[src/rtl/pix_scale_ctrl.sv]
// Sequencing controller for the rational pixel upscaler: schedules input shifts and output
// issues for an UP_COEF/LOW_COEF ratio with a two-pixel interpolation window.
module pix_scale_ctrl #(
    parameter int unsigned UP_COEF     = 3,
    parameter int unsigned LOW_COEF    = 2,
    parameter int unsigned LINE_IN     = 640,
    parameter int unsigned FRAME_LINES = 480,
    localparam int unsigned PW = (UP_COEF > 1) ? $clog2(UP_COEF) : 1
) (
    input  logic          clk_in,
    input  logic          rst,
    input  logic          enable,
    input  logic          start,
    input  logic          in_valid,
    output logic          in_ready,
    output logic          shift_en,
    output logic          out_valid,
    input  logic          out_ready,
    output logic [PW-1:0] phase,
    output logic          out_edge,
    output logic          out_last,
    output logic          frame_done,
    output logic          busy
);

    localparam int unsigned N_OUT = LINE_IN * UP_COEF / LOW_COEF;
    localparam int unsigned IW    = $clog2(LINE_IN + 1);
    localparam int unsigned KW    = (N_OUT > 1) ? $clog2(N_OUT) : 1;
    localparam int unsigned LW    = (FRAME_LINES > 1) ? $clog2(FRAME_LINES) : 1;

    typedef enum logic {StIdle, StRun} state_e;

    state_e        state_q, state_d;
    logic [PW-1:0] acc_q, acc_d;
    logic [IW-1:0] idx_q, idx_d;
    logic [IW-1:0] n_in_q, n_in_d;
    logic [KW-1:0] k_q, k_d;
    logic [LW-1:0] line_q, line_d;
    logic          frame_done_q, frame_done_d;

    logic          active;
    logic [IW:0]   idx_p2;
    logic [IW:0]   need;
    logic          at_edge;
    logic          at_last;
    logic          out_fire;
    logic [PW:0]   acc_sum;

    // Window needs idx and idx+1, clamped at the line end where the edge pixel is replicated.
    always_comb begin
        active    = (state_q == StRun) && enable;
        idx_p2    = {1'b0, idx_q} + (IW + 1)'(2);
        need      = (idx_p2 > (IW + 1)'(LINE_IN)) ? (IW + 1)'(LINE_IN) : idx_p2;
        in_ready  = active && ({1'b0, n_in_q} < need);
        out_valid = active && ({1'b0, n_in_q} == need);
        shift_en  = in_ready && in_valid;
        out_fire  = out_valid && out_ready;
        at_edge   = (idx_q == IW'(LINE_IN - 1));
        at_last   = (k_q == KW'(N_OUT - 1));
        phase     = out_valid ? acc_q : '0;
        out_edge  = out_valid && at_edge;
        out_last  = out_valid && at_last;
        busy      = (state_q == StRun);
        frame_done = frame_done_q;
        acc_sum   = {1'b0, acc_q} + (PW + 1)'(LOW_COEF);
    end

    always_comb begin
        state_d      = state_q;
        acc_d        = acc_q;
        idx_d        = idx_q;
        n_in_d       = n_in_q;
        k_d          = k_q;
        line_d       = line_q;
        frame_done_d = 1'b0;

        unique case (state_q)
            StIdle: begin
                if (start && enable) begin
                    state_d = StRun;
                end
            end
            StRun: begin
                if (shift_en) begin
                    n_in_d = n_in_q + 1'b1;
                end
                if (out_fire) begin
                    // LOW_COEF <= UP_COEF, so the accumulator wraps at most once per output.
                    if (acc_sum >= (PW + 1)'(UP_COEF)) begin
                        acc_d = PW'(acc_sum - (PW + 1)'(UP_COEF));
                        idx_d = idx_q + 1'b1;
                    end else begin
                        acc_d = acc_sum[PW-1:0];
                    end
                    k_d = k_q + 1'b1;
                    if (at_last) begin
                        acc_d  = '0;
                        idx_d  = '0;
                        n_in_d = '0;
                        k_d    = '0;
                        if (line_q == LW'(FRAME_LINES - 1)) begin
                            line_d       = '0;
                            frame_done_d = 1'b1;
                            state_d      = StIdle;
                        end else begin
                            line_d = line_q + 1'b1;
                        end
                    end
                end
            end
            default: state_d = StIdle;
        endcase
    end

    always_ff @(posedge clk_in) begin
        if (rst) begin
            state_q      <= StIdle;
            acc_q        <= '0;
            idx_q        <= '0;
            n_in_q       <= '0;
            k_q          <= '0;
            line_q       <= '0;
            frame_done_q <= 1'b0;
        end else begin
            state_q      <= state_d;
            acc_q        <= acc_d;
            idx_q        <= idx_d;
            n_in_q       <= n_in_d;
            k_q          <= k_d;
            line_q       <= line_d;
            frame_done_q <= frame_done_d;
        end
    end

endmodule

[config.mk]
export PLATFORM = sky130hd
export DESIGN_NAME = pix_scale_ctrl
export DESIGN_NICKNAME = d
export VERILOG_FILES = /design/src/rtl/pix_scale_ctrl.sv
export SDC_FILE = /design/constraint.sdc
export NUM_CORES = 1
export LEC_CHECK = 0
export CAP_MARGIN = 0
export CORE_MARGIN = 3
export CORE_UTILIZATION = 41
export DETAILED_ROUTE_END_ITERATION = 8
export PLACE_DENSITY = 0.62
export SLEW_MARGIN = 20
export SYNTH_ARGS = -nofsm -noshare
export SYNTH_HDL_FRONTEND = slang
export SYNTH_SLANG_ARGS = --single-unit
export TNS_END_PERCENT = 30
[constraint.sdc]
create_clock -name clk_in -period 10.6 [get_ports clk_in]
set_input_delay 2.12 -clock clk_in [delete_from_list [all_inputs] [get_ports clk_in]]
set_output_delay 2.12 -clock clk_in [all_outputs]
set_load 0.05 [all_outputs]
==> impl_metrics.tcl <==
set metrics [dict create \
    synth_top_area_share 0.339 \
    crit_path_cell_trace "nand3_2 > o21a_1 > nor4_2 > o32ai_1 > a221oi_2 > o21ai_0 > ha_1 > nand4_1 > nor4_2 > and4_1 > clkdlybuf4s50_1" \
    critPathArrivalTime_ns 4.95 \
    cts-resized-gates 0 \
    final.setup.tns_ns 0 \
    yosysSeqAreaShare 0.339 \
    grt_pass1_wl_microns 9270 \
    setup_viol 0 \
    num_rows 28 \
    cp_slowest_stage_delay_ns 0.87 \
    core_sq_um 5960 \
    critical_path.top_delay_family "simple AND/OR/NAND/NOR gates" \
    synthArstFlopShare 0 \
    peakVddDrop_uv 51.1 \
    end_kind "output port" \
    antennaDiodeCount 0 \
    synth_top_flop_cell "dfxtp_1" \
    crit_fanout 11 \
    cp.required_ns 8.48 \
    antenna_found_initial 0 \
    hpwlAfterDp_microns 3720 \
    slew_viol_final 0 \
    wl_per_cell_microns 13.2 \
    cp_common_cell "nor4_2" \
    hold_buffers 0 \
    cts.sinks 43 \
    grt_use_total 0.157 \
    critPathBufInv 1 \
    overflow 0 \
    dr.first_iter.drc_count 115 \
    maxSlewHeadroom 0.343 \
    cts_root_buf "clkbuf_8" \
    drtPass1Iterations 4 \
    ys_ff_latch 43 \
    fill_cells 616 \
    synth.distinct_cells 48 \
    vias_per_cell 5.43 \
    dpl.cell_count 386 \
    syn-num-nets 336 \
    synth.cell_area_sq_um 2540 \
    p_leak_nw 0.976 \
    synth_commonest_cells "dfxtp_1, nor2_1, nand2_1, a21oi_1, ha_1" \
    cp_slowest_cell "nor4_2" \
    ant_nets 0 \
    synth-edff-count 0 \
    nets 343 \
    hold_violations 0 \
    fp.dieW_microns 84.7 \
    layout-drive-gt1-share 0.0408 \
    fin_cells 394 \
    cts_tree "built" \
    path_clk_slew_ns 0.08 \
    syn_avg_cell_area_sq_um 8.18 \
    synth_area_leader_cell "dfxtp_1" \
    ios 15 \
    num_vias 2140 \
    clock_skew_ns 0.00504 \
    worstMarginPinSlew_ns 0.978 \
    wl_microns 5180 \
    cts_htree_levels 2 \
    synthTopCellsByArea "dfxtp_1, ha_1, nor2_1" \
    cts_buffers 5 \
    cts_setup_buffers 0 \
    synthCells 311 \
    post-route-min-period_ns 7.07 \
    portBuffers 14 \
    cap_violations 0 \
    area_growth_pct 9.65 \
    yosysMostFrequentCell "dfxtp_1" \
    cts-root-to-sink-buffers 2 \
    grt_max_degree 28 \
    yosys_warnings 0 \
    status "finished clean" \
    min-delay-path-class "flop to flop" \
    drc_errors 0 \
    clock_latency_ns 0.30 \
    fin_crit_sh 0.667 \
    cellPowerDensity_nw_per_um2 98.7 \
    rsz0062_at_grt "no" \
    fmax_mhz 141 \
    dieHeight_microns 84.7 \
    start_kind "flop" \
    start_util 0.427 \
    first_global_vias 2086 \
    dieArea_sq_um 7180 \
    crit_type "flop to output port" \
    gp_congestion 0.786 \
]
[worst min-delay path, cell delays in order (launching register included)]
cell and delay, ns:
dfxtp_1 0.32, o21ai_0 0.07, a21oi_1 0.06
[metal layers]
layer,vias to the layer above,global-route usage,wire length (microns)
li1,1122,-,-
met1,979,0.200,2630
met2,30,0.256,2290
met3,9,0.0334,164
met4,0,0.0691,104
met5,-,0,0
[layout by cell type (no fill, tap or decap), drive strengths merged, types with 3 or more instances in the layout]
cell type / Yosys / final
a21oi: 21 / 21
and2: 6 / 6
and3: 4 / 4
clkbuf: 7 / 7
clkdlybuf4s50: 0 / 14
dfxtp: 43 / 43
ha: 19 / 19
inv: 11 / 11
nand2: 28 / 28
nand3: 15 / 15
nand4: 14 / 14
nor2: 37 / 37
nor3: 8 / 8
nor4: 4 / 4
o21a: 3 / 3
o21ai: 13 / 13
or3: 8 / 8
or4: 4 / 4
xnor2: 15 / 15
xor2: 10 / 10
[power breakdown]
group / internal (W) / switching [W]
registers: 0.000162 / 0.000000507
logic: 0.00000360 / 0.00000677
clock network: 0.0000463 / 0.0000563
total: 0.000212 / 0.0000636
[stage by stage]
| step | setup WS, ns | hold WS, ns | area [sq um] | util | power [W] |
|---|---|---|---|---|---|
| 2_1_floorplan | 4.97 | 0.451 | 2540 | - | 0.000172 |
| 3_3_place_gp | 3.81 | 0.471 | 2710 | 0.454 | 0.000177 |
| 3_5_place_dp | 3.80 | 0.486 | 2710 | 0.454 | 0.000177 |
| 4_1_cts | 3.49 | 0.497 | 2790 | 0.468 | 0.000280 |
| 5_1_grt | 3.13 | 0.537 | 2790 | 0.468 | 0.000287 |
| 6_report | 3.53 | 0.493 | 2790 | 0.468 | 0.000275 |
[cell type report]
cell class                 instances  area, sq um  share of cell area
tap                               75         93.8              0.0337
timing repair buffer              14          140              0.0503
clock buffer                       7         76.3              0.0274
multi-input combinational        243         1570               0.563
clock inverter                     1         5.00             0.00180
sequential                        43          861               0.309
inverter                          11         41.3              0.0148
[logic make-up after synthesis]
logic type	Yosys count	share of synthesized area
adder cells (fa/ha/maj)	19	0.0935
AND/OR/NAND/NOR	142	0.292
buffers and inverters	25	0.0463
flip-flops	43	0.339
multiplexers	2	0.00787
AO/OA/AOI/OAI	55	0.136
XOR/XNOR	25	0.0861
[final timing paths]
kind                 start         to  slack [ns]  cells after the start
setup reg to reg  idx_q[3]  n_in_q[9]        5.41                     13
setup / recovery  idx_q[3]   out_edge        3.53                     11
hold / removal      k_q[5]     k_q[5]        0.49                      2
hold reg to reg     k_q[5]     k_q[5]        0.49                      2
[sequential cells by signal (all words and copies together) (netlist names)]
signal	cells
acc_q	2
busy	1
idx_q	10
k_q	10
n_in_q	10
line_q	9
frame_done	1
No activity file was read; power rests on OpenSTA's default activity.
